## config.mk

```make
export PLATFORM = sky130hd
export DESIGN_NAME = ysyx_22041071_axi_rd_arb_flat
export DESIGN_NICKNAME = d
export VERILOG_FILES = /design/src/rtl/ysyx_22041071_axi_rd_arb_if.sv /design/src/rtl/ysyx_22041071_axi_rd_arb.sv /design/src/flat_wrapper.sv
export SDC_FILE = /design/constraint.sdc
export NUM_CORES = 1
export LEC_CHECK = 0
export BUFFER_PORTS_ARGS = -buffer_cell sky130_fd_sc_hd__buf_4
export CORE_AREA = 10 10 164 166
export CTS_BUF_LIST = sky130_fd_sc_hd__clkbuf_4 sky130_fd_sc_hd__clkbuf_8
export DETAILED_ROUTE_END_ITERATION = 10
export DIE_AREA = 0 0 174 176
export GPL_TIMING_DRIVEN = 1
export PLACE_DENSITY = 0.68
export SETUP_SLACK_MARGIN = 0.05
export SYNTH_ARGS = -nofsm -noshare
export SYNTH_HDL_FRONTEND = slang
export SYNTH_SLANG_ARGS = --single-unit
export TNS_END_PERCENT = 10
```

## constraint.sdc

```tcl
create_clock -name clk -period 2.76 [get_ports clk]
set_input_delay 0.552 -clock clk [delete_from_list [all_inputs] [get_ports clk]]
set_output_delay 0.552 -clock clk [all_outputs]
set_load 0.05 [all_outputs]
```

## src/rtl/ysyx_22041071_axi_rd_arb_if.sv

```systemverilog
// rtl/ysyx_22041071_axi_rd_arb_if.sv - fetch/load-store request ports and shared AXI read channel
// slave: arbiter view; master: the environment driving requests and the AXI read slave.
interface ysyx_22041071_axi_rd_arb_if #(
  parameter int ADDR_W = 64,
  parameter int DATA_W = 64,
  parameter int ID_W   = 4
);
  logic              if_req_valid;
  logic [ADDR_W-1:0] if_req_addr;
  logic [7:0]        if_req_len;
  logic [1:0]        if_req_size;
  logic              if_req_ready;
  logic              if_rsp_valid;
  logic [DATA_W-1:0] if_rsp_data;
  logic [1:0]        if_rsp_resp;
  logic              if_rsp_last;

  logic              ls_req_valid;
  logic [ADDR_W-1:0] ls_req_addr;
  logic [7:0]        ls_req_len;
  logic [1:0]        ls_req_size;
  logic              ls_req_ready;
  logic              ls_rsp_valid;
  logic [DATA_W-1:0] ls_rsp_data;
  logic [1:0]        ls_rsp_resp;
  logic              ls_rsp_last;

  logic              mst_ar_valid;
  logic              mst_ar_ready;
  logic [ID_W-1:0]   mst_id;
  logic [ADDR_W-1:0] mst_addr;
  logic [7:0]        mst_len;
  logic [1:0]        mst_size;
  logic              mst_r_valid;
  logic [DATA_W-1:0] mst_r_data;
  logic [1:0]        mst_r_resp;
  logic              mst_r_last;
  logic [ID_W-1:0]   mst_r_id;

  modport slave (
    input  if_req_valid, if_req_addr, if_req_len, if_req_size,
    output if_req_ready, if_rsp_valid, if_rsp_data, if_rsp_resp, if_rsp_last,
    input  ls_req_valid, ls_req_addr, ls_req_len, ls_req_size,
    output ls_req_ready, ls_rsp_valid, ls_rsp_data, ls_rsp_resp, ls_rsp_last,
    output mst_ar_valid, mst_id, mst_addr, mst_len, mst_size,
    input  mst_ar_ready,
    input  mst_r_valid, mst_r_data, mst_r_resp, mst_r_last, mst_r_id
  );

  modport master (
    output if_req_valid, if_req_addr, if_req_len, if_req_size,
    input  if_req_ready, if_rsp_valid, if_rsp_data, if_rsp_resp, if_rsp_last,
    output ls_req_valid, ls_req_addr, ls_req_len, ls_req_size,
    input  ls_req_ready, ls_rsp_valid, ls_rsp_data, ls_rsp_resp, ls_rsp_last,
    input  mst_ar_valid, mst_id, mst_addr, mst_len, mst_size,
    output mst_ar_ready,
    output mst_r_valid, mst_r_data, mst_r_resp, mst_r_last, mst_r_id
  );
endinterface

```

## src/rtl/ysyx_22041071_axi_rd_arb.sv

```systemverilog
// rtl/ysyx_22041071_axi_rd_arb.sv - two-requester AXI read arbiter, one burst outstanding
// Ties go to load-store unless YSYX_22041071_ARB_RR_EN is defined, which enables round-robin.
module ysyx_22041071_axi_rd_arb #(
  parameter int ADDR_W = 64,
  parameter int DATA_W = 64,
  parameter int ID_W   = 4
) (
  input  logic                        clk,
  input  logic                        reset,
  ysyx_22041071_axi_rd_arb_if.slave   bus
);
  localparam logic [1:0] S_IDLE = 2'd0;
  localparam logic [1:0] S_ADDR = 2'd1;
  localparam logic [1:0] S_DATA = 2'd2;

  logic [1:0]        state;
  logic              owner;
  logic [ID_W-1:0]   id_q;
  logic [ADDR_W-1:0] addr_q;
  logic [7:0]        len_q;
  logic [1:0]        size_q;
  logic [8:0]        beat_cnt;

  logic              if_rsp_valid_q;
  logic [DATA_W-1:0] if_rsp_data_q;
  logic [1:0]        if_rsp_resp_q;
  logic              if_rsp_last_q;
  logic              ls_rsp_valid_q;
  logic [DATA_W-1:0] ls_rsp_data_q;
  logic [1:0]        ls_rsp_resp_q;
  logic              ls_rsp_last_q;

  logic grant_any;
  logic grant_ls;

`ifdef YSYX_22041071_ARB_RR_EN
  // Pointer holds 1 when load-store was granted last; reset says fetch was.
  logic rr_last_ls;

  assign grant_ls = bus.ls_req_valid & (~bus.if_req_valid | ~rr_last_ls);

  always_ff @(posedge clk) begin
    if (reset) begin
      rr_last_ls <= 1'b0;
    end else if (grant_any) begin
      rr_last_ls <= grant_ls;
    end
  end
`else
  assign grant_ls = bus.ls_req_valid;
`endif

  assign grant_any = ~reset & (state == S_IDLE) & (bus.if_req_valid | bus.ls_req_valid);

  assign bus.if_req_ready = grant_any & ~grant_ls;
  assign bus.ls_req_ready = grant_any & grant_ls;

  assign bus.mst_ar_valid = (state == S_ADDR);
  assign bus.mst_id       = id_q;
  assign bus.mst_addr     = addr_q;
  assign bus.mst_len      = len_q;
  assign bus.mst_size     = size_q;

  assign bus.if_rsp_valid = if_rsp_valid_q;
  assign bus.if_rsp_data  = if_rsp_data_q;
  assign bus.if_rsp_resp  = if_rsp_resp_q;
  assign bus.if_rsp_last  = if_rsp_last_q;
  assign bus.ls_rsp_valid = ls_rsp_valid_q;
  assign bus.ls_rsp_data  = ls_rsp_data_q;
  assign bus.ls_rsp_resp  = ls_rsp_resp_q;
  assign bus.ls_rsp_last  = ls_rsp_last_q;

  logic       beat_in;
  logic [8:0] beat_num;
  logic [8:0] beat_total;
  logic       id_bad;
  logic       len_bad;
  logic [1:0] beat_resp;

  assign beat_in    = (state == S_DATA) & bus.mst_r_valid;
  assign beat_num   = beat_cnt + 9'd1;
  assign beat_total = {1'b0, len_q} + 9'd1;
  assign id_bad     = (bus.mst_r_id != id_q);
  // A last flag must land exactly on beat len+1; any non-last beat from len+1 onward is overrun.
  assign len_bad    = bus.mst_r_last ? (beat_num != beat_total) : (beat_num >= beat_total);
  assign beat_resp  = (id_bad | len_bad) ? 2'b10 : bus.mst_r_resp;

  always_ff @(posedge clk) begin
    if (reset) begin
      state          <= S_IDLE;
      owner          <= 1'b0;
      id_q           <= '0;
      addr_q         <= '0;
      len_q          <= '0;
      size_q         <= '0;
      beat_cnt       <= '0;
      if_rsp_valid_q <= 1'b0;
      if_rsp_data_q  <= '0;
      if_rsp_resp_q  <= '0;
      if_rsp_last_q  <= 1'b0;
      ls_rsp_valid_q <= 1'b0;
      ls_rsp_data_q  <= '0;
      ls_rsp_resp_q  <= '0;
      ls_rsp_last_q  <= 1'b0;
    end else begin
      if_rsp_valid_q <= 1'b0;
      if_rsp_last_q  <= 1'b0;
      ls_rsp_valid_q <= 1'b0;
      ls_rsp_last_q  <= 1'b0;
      case (state)
        S_IDLE: begin
          if (grant_any) begin
            owner  <= grant_ls;
            id_q   <= ID_W'(grant_ls);
            addr_q <= grant_ls ? bus.ls_req_addr : bus.if_req_addr;
            len_q  <= grant_ls ? bus.ls_req_len  : bus.if_req_len;
            size_q <= grant_ls ? bus.ls_req_size : bus.if_req_size;
            state  <= S_ADDR;
          end
        end
        S_ADDR: begin
          if (bus.mst_ar_ready) begin
            beat_cnt <= '0;
            state    <= S_DATA;
          end
        end
        S_DATA: begin
          if (beat_in) begin
            if (beat_cnt != 9'h1ff) begin
              beat_cnt <= beat_num;
            end
            if (owner) begin
              ls_rsp_valid_q <= 1'b1;
              ls_rsp_data_q  <= bus.mst_r_data;
              ls_rsp_resp_q  <= beat_resp;
              ls_rsp_last_q  <= bus.mst_r_last;
            end else begin
              if_rsp_valid_q <= 1'b1;
              if_rsp_data_q  <= bus.mst_r_data;
              if_rsp_resp_q  <= beat_resp;
              if_rsp_last_q  <= bus.mst_r_last;
            end
            if (bus.mst_r_last) begin
              state <= S_IDLE;
            end
          end
        end
        default: state <= S_IDLE;
      endcase
    end
  end
endmodule

```

## src/flat_wrapper.sv

```systemverilog
// flat-port wrapper written by rule: the top's interface ports become plain ports
module ysyx_22041071_axi_rd_arb_flat 
#(
  parameter int ADDR_W = 64,
  parameter int DATA_W = 64,
  parameter int ID_W   = 4
)
  (clk, reset, bus_if_req_valid, bus_if_req_addr, bus_if_req_len, bus_if_req_size, bus_if_req_ready, bus_if_rsp_valid, bus_if_rsp_data, bus_if_rsp_resp, bus_if_rsp_last, bus_ls_req_valid, bus_ls_req_addr, bus_ls_req_len, bus_ls_req_size, bus_ls_req_ready, bus_ls_rsp_valid, bus_ls_rsp_data, bus_ls_rsp_resp, bus_ls_rsp_last, bus_mst_ar_valid, bus_mst_id, bus_mst_addr, bus_mst_len, bus_mst_size, bus_mst_ar_ready, bus_mst_r_valid, bus_mst_r_data, bus_mst_r_resp, bus_mst_r_last, bus_mst_r_id);
  ysyx_22041071_axi_rd_arb_if #(.ADDR_W(ADDR_W), .DATA_W(DATA_W), .ID_W(ID_W)) bus_i ();
  input  logic clk;
  input  logic reset;
  input wire logic [$bits(bus_i.if_req_valid)-1:0] bus_if_req_valid;
  input wire logic [$bits(bus_i.if_req_addr)-1:0] bus_if_req_addr;
  input wire logic [$bits(bus_i.if_req_len)-1:0] bus_if_req_len;
  input wire logic [$bits(bus_i.if_req_size)-1:0] bus_if_req_size;
  output wire logic [$bits(bus_i.if_req_ready)-1:0] bus_if_req_ready;
  output wire logic [$bits(bus_i.if_rsp_valid)-1:0] bus_if_rsp_valid;
  output wire logic [$bits(bus_i.if_rsp_data)-1:0] bus_if_rsp_data;
  output wire logic [$bits(bus_i.if_rsp_resp)-1:0] bus_if_rsp_resp;
  output wire logic [$bits(bus_i.if_rsp_last)-1:0] bus_if_rsp_last;
  input wire logic [$bits(bus_i.ls_req_valid)-1:0] bus_ls_req_valid;
  input wire logic [$bits(bus_i.ls_req_addr)-1:0] bus_ls_req_addr;
  input wire logic [$bits(bus_i.ls_req_len)-1:0] bus_ls_req_len;
  input wire logic [$bits(bus_i.ls_req_size)-1:0] bus_ls_req_size;
  output wire logic [$bits(bus_i.ls_req_ready)-1:0] bus_ls_req_ready;
  output wire logic [$bits(bus_i.ls_rsp_valid)-1:0] bus_ls_rsp_valid;
  output wire logic [$bits(bus_i.ls_rsp_data)-1:0] bus_ls_rsp_data;
  output wire logic [$bits(bus_i.ls_rsp_resp)-1:0] bus_ls_rsp_resp;
  output wire logic [$bits(bus_i.ls_rsp_last)-1:0] bus_ls_rsp_last;
  output wire logic [$bits(bus_i.mst_ar_valid)-1:0] bus_mst_ar_valid;
  output wire logic [$bits(bus_i.mst_id)-1:0] bus_mst_id;
  output wire logic [$bits(bus_i.mst_addr)-1:0] bus_mst_addr;
  output wire logic [$bits(bus_i.mst_len)-1:0] bus_mst_len;
  output wire logic [$bits(bus_i.mst_size)-1:0] bus_mst_size;
  input wire logic [$bits(bus_i.mst_ar_ready)-1:0] bus_mst_ar_ready;
  input wire logic [$bits(bus_i.mst_r_valid)-1:0] bus_mst_r_valid;
  input wire logic [$bits(bus_i.mst_r_data)-1:0] bus_mst_r_data;
  input wire logic [$bits(bus_i.mst_r_resp)-1:0] bus_mst_r_resp;
  input wire logic [$bits(bus_i.mst_r_last)-1:0] bus_mst_r_last;
  input wire logic [$bits(bus_i.mst_r_id)-1:0] bus_mst_r_id;
  assign bus_i.if_req_valid = bus_if_req_valid;
  assign bus_i.if_req_addr = bus_if_req_addr;
  assign bus_i.if_req_len = bus_if_req_len;
  assign bus_i.if_req_size = bus_if_req_size;
  assign bus_if_req_ready = bus_i.if_req_ready;
  assign bus_if_rsp_valid = bus_i.if_rsp_valid;
  assign bus_if_rsp_data = bus_i.if_rsp_data;
  assign bus_if_rsp_resp = bus_i.if_rsp_resp;
  assign bus_if_rsp_last = bus_i.if_rsp_last;
  assign bus_i.ls_req_valid = bus_ls_req_valid;
  assign bus_i.ls_req_addr = bus_ls_req_addr;
  assign bus_i.ls_req_len = bus_ls_req_len;
  assign bus_i.ls_req_size = bus_ls_req_size;
  assign bus_ls_req_ready = bus_i.ls_req_ready;
  assign bus_ls_rsp_valid = bus_i.ls_rsp_valid;
  assign bus_ls_rsp_data = bus_i.ls_rsp_data;
  assign bus_ls_rsp_resp = bus_i.ls_rsp_resp;
  assign bus_ls_rsp_last = bus_i.ls_rsp_last;
  assign bus_mst_ar_valid = bus_i.mst_ar_valid;
  assign bus_mst_id = bus_i.mst_id;
  assign bus_mst_addr = bus_i.mst_addr;
  assign bus_mst_len = bus_i.mst_len;
  assign bus_mst_size = bus_i.mst_size;
  assign bus_i.mst_ar_ready = bus_mst_ar_ready;
  assign bus_i.mst_r_valid = bus_mst_r_valid;
  assign bus_i.mst_r_data = bus_mst_r_data;
  assign bus_i.mst_r_resp = bus_mst_r_resp;
  assign bus_i.mst_r_last = bus_mst_r_last;
  assign bus_i.mst_r_id = bus_mst_r_id;
  ysyx_22041071_axi_rd_arb #(.ADDR_W(ADDR_W), .DATA_W(DATA_W), .ID_W(ID_W)) u_core (.clk(clk), .reset(reset), .bus(bus_i));
endmodule
```

### Yosys cells after proc, flatten, opt, wreduce, memory -nomap -nowiden

Cells that the tools add are included.

| operators by class | value |
|---|---|
| add/subtract/negate cells | 2 |
| order comparisons | 1 |
| reductions and logical operators | 10 |
| bitwise gates (word level) | 12 |
| mux-type cells | 16 |
| eq/ne operators | 10 |

Operators with widths:

| operator | count |
|---|---|
| 64-bit 2-to-1 mux | 1 |
| 9-bit 2-to-1 mux | 3 |
| 9-bit case mux with 2 select lines | 1 |
| 2-bit 2-to-1 mux | 6 |
| 8-bit by 1-bit adder with 9-bit output, second input constant | 1 |
| 9-bit by 1-bit adder with 9-bit output, second input constant | 1 |
| 9-bit greater-or-equal comparator | 1 |
| 9-bit != test | 1 |
| 9-bit != test, second input constant | 1 |
| 8-bit 2-to-1 mux | 1 |
| 4-bit AND reduction | 2 |
| 4-bit OR reduction | 2 |
| 2-bit by 1-bit != test with 1-bit output, second input constant | 3 |
| 2-bit case mux with 3 select lines | 1 |
| 3-bit AND reduction | 2 |
| 1-bit bitwise AND | 5 |
| 1-bit inverter | 5 |
| 2-bit != test, second input constant | 2 |
| 4-bit by 1-bit != test with 1-bit output | 1 |
| 1-bit 2-to-1 mux | 3 |
| 3-bit OR reduction | 1 |
| 2-bit by 1-bit equality test with 1-bit output, second input constant | 1 |
| 2-bit equality test, second input constant | 1 |
| 2-bit logical NOT | 1 |
| 3 further kinds | 4 |

| word-level totals | value |
|---|---|
| input bits | 225 |
| word-level logic and storage cells | 65 |
| register bits | 222 |
| output and inout port bits | 217 |

### Logic depth before layout (Yosys ltp)

| logic depth | value |
|---|---|
| depth after elaboration | 5 |
| gate-level depth with buffers | 11 |
| depth with buffers taken out | 11 |

### Worst setup path before layout

No wires, ideal clock.

| timing | value |
|---|---|
| kind | input port to output port |
| from | input port bus_ls_req_valid |
| to | output port bus_ls_req_ready |
| slack | -0.160 ns |
| arrival | 2.368 ns |
| cell stages on the path | 4 |
| path buffers | 3 |
| path through | buf_2 > buf_2 > buf_2 > nor3b_1 |

| on the way | value |
|---|---|
| longest elaborated chain between the ends | 3 |

Ends and longest elaborated chain:

| item | RTL line | text |
|---|---|---|
| from (decl) | flat_wrapper.sv:21 | `input wire logic [$bits(bus_i.ls_req_valid)-1:0] bus_ls_req_valid;` |
| 1-bit bitwise OR | ysyx_22041071_axi_rd_arb.sv:53 | `assign grant_any = ~reset & (state == S_IDLE) & (bus.if_req_valid \| bus.ls_req_valid);` |
| 1-bit bitwise AND | ysyx_22041071_axi_rd_arb.sv:53 |  |
| 1-bit bitwise AND (*) | ysyx_22041071_axi_rd_arb.sv:56 | `assign bus.ls_req_ready = grant_any & grant_ls;` |
| to (decl) | flat_wrapper.sv:25 | `output wire logic [$bits(bus_i.ls_req_ready)-1:0] bus_ls_req_ready;` |

Mark *: on every way between the ends. The rest lies on a longest branch, timed or not.

### Worst setup path in the final report

| timing | value |
|---|---|
| from | register u_core.beat_cnt[1] |
| to | register u_core.ls_rsp_resp_q[1] (netlist: u_core.bus.ls_rsp_resp[1]) |

| on the way | value |
|---|---|
| longest elaborated chain between the ends | 5 |
| elaborated cells on any way between the ends | 6 |
| classes of those cells | add/sub: 1; order compare: 1; eq/ne: 1; mux: 2; bitwise: 1 |

Ends and longest elaborated chain:

| item | RTL line | text |
|---|---|---|
| from (decl) | ysyx_22041071_axi_rd_arb.sv:22 | `logic [8:0] beat_cnt;` |
| from (signal assigned) | ysyx_22041071_axi_rd_arb.sv:130 | `beat_cnt <= beat_num;` |
| 9-bit by 1-bit adder with 9-bit output (*) | ysyx_22041071_axi_rd_arb.sv:81 | `assign beat_num = beat_cnt + 9'd1;` |
| 9-bit greater-or-equal comparator / 9-bit != test (equally long branches) | ysyx_22041071_axi_rd_arb.sv:85 | `assign len_bad = bus.mst_r_last ? (beat_num != beat_total) : (beat_num >= beat_total);` |
| 1-bit 2-to-1 mux (*) | ysyx_22041071_axi_rd_arb.sv:85 |  |
| 1-bit bitwise OR (*) | ysyx_22041071_axi_rd_arb.sv:86 | `assign beat_resp = (id_bad \| len_bad) ? 2'b10 : bus.mst_r_resp;` |
| 2-bit 2-to-1 mux (*) | ysyx_22041071_axi_rd_arb.sv:86 |  |
| to (signal assigned) | ysyx_22041071_axi_rd_arb.sv:135 | `ls_rsp_resp_q <= beat_resp;` |
| to (decl) | ysyx_22041071_axi_rd_arb.sv:30 | `logic [1:0] ls_rsp_resp_q;` |

Marked as above.
A chain may end at the register's enable or synchronous reset.

==> summary.txt <==
GRT
  – Gr ovfl total: 0
  – Largest net degree at the start of global routing: 140
  – Total GRT Usage: 20.2%
  – Vias in the first global route: 8,573
  – Initial antenna violation count: 0
  – First-pass GRT wire length: 49.5 mm

Layout
  – Post-route cell area: 0.0133 mm2
  – Syn-to-layout area delta: 51.0%
  – Net total in the final layout: 1,699
  – Post-layout util: 55.8%
  – Share of cells above drive strength 1: 36.8%
  – Ant diodes: 0

Die
  – Die Height: 176 um
  – Die area: 0.0306 mm2
  – Die Span X: 174 um
  – Boundary Pins: 442
  – Core Area: 0.0238 mm2
  – Cell Rows: 57
  – Initial Util: 37.0%

Drt
  – Drt via density: 4.79
  – Initial DRC count: 554
  – Total Routed Length: 33.1 mm
  – Met3 Wirelength: 3.25 mm
  – Met1 wire length: 12.6 mm
  – Router iterations before antenna repair: 6
  – Routed length on met2: 16.2 mm
  – Residual DRC: 0
  – Final ANT Viol Nets: 0
  – DR vias: 8,665
  – WL/cell: 18.3 um
  – Uppermost layer routed: met4

Power and ir drop
  – VDD IR-drop max: 0.307 mV
  – Pwr Total: 8.20 mW
  – Pleak: 5.89 nW
  – Total power per unit cell area: 616 mW/mm2

Timing
  – Final setup fails: 0
  – Peak Freq: 0.376 GHz
  – Post-layout min period: 2.66 ns
  – Fin crit share: 96.4%
  – Number of max-slew violations in the final report: 0
  – Fin Clk Skew: 0.00841 ns
  – Final setup TNS: 0 ns
  – RSZ-0062 raised after global routing: yes
  – Relative slew margins: 50.2%
  – Final hold violation count: 0
  – Worst slew pin tran: 0.747 ns

Worst setup path
  – Kind of critical path: reg -> reg
  – Crit path DAT: 3.06 ns
  – Setup crit end kind: register
  – Worst r2r src: u_core.beat_cnt[1]
  – Worst-path maximum fanout: 3
  – Reg-to-reg endpoint: u_core.bus.ls_rsp_resp[1]
  – Startpoint types: register
  – R2R cell count: 12
  – Worst path required time: 3.16 ns
  – R2R Setup Slk: 0.1 ns

Synth
  – Synth Flop Type: dfxtp_1
  – Ys async rst share: 0%
  – Synthesized area per cell: 8.49 um2
  – Cell Area, Synth: 0.00881 mm2
  – Yosys Warn Count: 0
  – Synth area leaders: dfxtp_1, nand2_1, mux2i_1
  – Seq/Total Area, Yosys: 50.4%
  – Flops & latches, synth: 222
  – Unique cell type count in the Yosys netlist: 38
  – Post-synth top cells: nand2_1, dfxtp_1, a21oi_1, nor2_1
  – Top-count cell post-synth: nand2_1
  – EDFF count, synth: 0
  – Yosys top cell area share: 50.4%
  – Syn Inst Count: 1,038
  – Dominant cell type by area after synthesis: dfxtp_1

Clock tree
  – Clock slew at reported path FFs: 0.06 ns
  – CTS Buf Count: 38
  – CTS tree: built
  – CTS Hold Bufs: 0
  – CTS Sinks: 222
  – Clock root cell: clkbuf_8
  – Clk_lat worst skew: 0.51 ns
  – CTS Buffer Depth: 3
  – H-tree levels: 2

Placement
  – Gpl congestion: 0.848
  – Port Buffer Count: 438
  – HPWL reported at the end of detailed placement: 25.6 mm
  – Post-place instance area: 0.0125 mm2

Hold path
  – Hold Crit Class: in -> reg
  – Hold worst-path end: u_core.bus.if_rsp_resp[1]
  – Hold Startpoint: bus_mst_r_resp[1]
  – Hold Path Cell Cnt: 2

Run status
  – Outcome: finished clean

Job
  – # Max-Cap Violations: 0
## cells by family after synthesis
group / after synthesis / share of synthesized area, %
flip-flops: 222 / 50.4
XOR/XNOR: 13 / 1.29
buffers and inverters: 87 / 4.23
AND/OR/NAND/NOR: 394 / 17.9
AO/OA/AOI/OAI: 234 / 15.9
adder cells (fa/ha/maj): 12 / 1.70
multiplexers: 75 / 8.52
other: 1 / 0.0426
## final cells by class
type,count,area [um2]
Tap cell,324,405
Multi-Input combinational cell,731,4060
Fill cell,2290,10500
Clock buffer,61,764
Timing Repair Buffer,466,3600
Inverter,3,11.3
Clock inverter,2,10.0
Sequential cell,222,4450
## worst max-delay path: stages (launching register included)
cell	delay [ns]
dfxtp_2	0.35
ha_4	0.13
nand2_1	0.05
or2_4	0.23
nor2_2	0.09
ha_1	0.27
ha_4	0.30
buf_4	0.11
nand4_1	0.12
or3_1	0.39
a21oi_2	0.21
nor2_2	0.06
o31a_1	0.24
## power by group
group	internal [mW]	total [mW]	switching (mW)
Clock	1.74	2.99	1.26
Sequential	3.37	3.47	0.100
Combinational	0.629	1.74	1.11
Total	5.74	8.20	2.46
## flip-flops by register name (all words and copies together), names as in the netlist
| register | flops |
|---|---|
| u_core.bus.mst_len | 8 |
| u_core.bus.ls_rsp_last | 1 |
| u_core.bus.ls_rsp_valid | 1 |
| u_core.bus.if_rsp_resp | 2 |
| u_core.bus.mst_size | 2 |
| u_core.bus.if_rsp_data | 64 |
| u_core.bus.mst_addr | 64 |
| u_core.bus.if_rsp_last | 1 |
| u_core.owner | 1 |
| u_core.bus.ls_rsp_data | 64 |
| u_core.beat_cnt | 9 |
| u_core.bus.ls_rsp_resp | 2 |
| u_core.bus.if_rsp_valid | 1 |
| u_core.state | 2 |
## routing by layer
layer  global-route usage [%]  vias up
met3                     8.01       49
met2                     34.9      363
met4                     7.16        0
li1                         -     4361
met1                     22.0     3892
met5                        0        -
## metrics by stage
step,instances,hold WS (ns),worst slack [ns]
2_1_floorplan,1040,0.470,-0.110
3_3_place_gp,1746,0.443,-0.0107
3_5_place_dp,1746,0.447,-0.0928
4_1_cts,1809,0.238,0.0562
5_1_grt,1809,0.244,0.0250
6_report,1809,0.275,0.0998
## worst max path at each step
stage / start / end / slack [ns]
3_3_place_gp: u_core.beat_cnt[0] / u_core.bus.if_rsp_resp[1] / -0.01
6_report: u_core.beat_cnt[1] / u_core.bus.ls_rsp_resp[1] / 0.1
4_1_cts: u_core.beat_cnt[1] / u_core.bus.ls_rsp_resp[1] / 0.06
5_1_grt: u_core.beat_cnt[1] / u_core.bus.ls_rsp_resp[1] / 0.02
2_1_floorplan: u_core.bus.mst_len[0] / u_core.bus.if_rsp_resp[1] / -0.11
3_5_place_dp: u_core.beat_cnt[0] / u_core.bus.ls_rsp_resp[1] / -0.09
## cell usage in the layout, fill, tap and decap left out, types with 2 or more instances in the layout
master    count
xor2_1        8
mux2i_1      75
xnor2_1       5
nand2b_1      2
o31a_1        2
nand2_1     269
a21oi_1     140
dfxtp_2       2
clkbuf_4     12
a22oi_1       7
nand4_1       3
nor2_1       93
clkbuf_8     49
nand3_1       6
clkinv_2      2
buf_12        8
nor2_2        3
o21ai_0       3
dfxtp_1     220
ha_4          2
o211ai_1      3
ha_1         10
buf_4       457
nor3_1        2
inv_1         3
a211oi_1     74
nor2b_1       2
conb_1        3
## timing repair
action | CTS | global route
endpoints found under the hold margin | 0 | 0
pin swaps | 3 | 6
buffers inserted | 0 | 0
setup endpoints to repair | 4 | 4
gates resized for setup | 6 | 5
(Power assumes the default switching activity.)
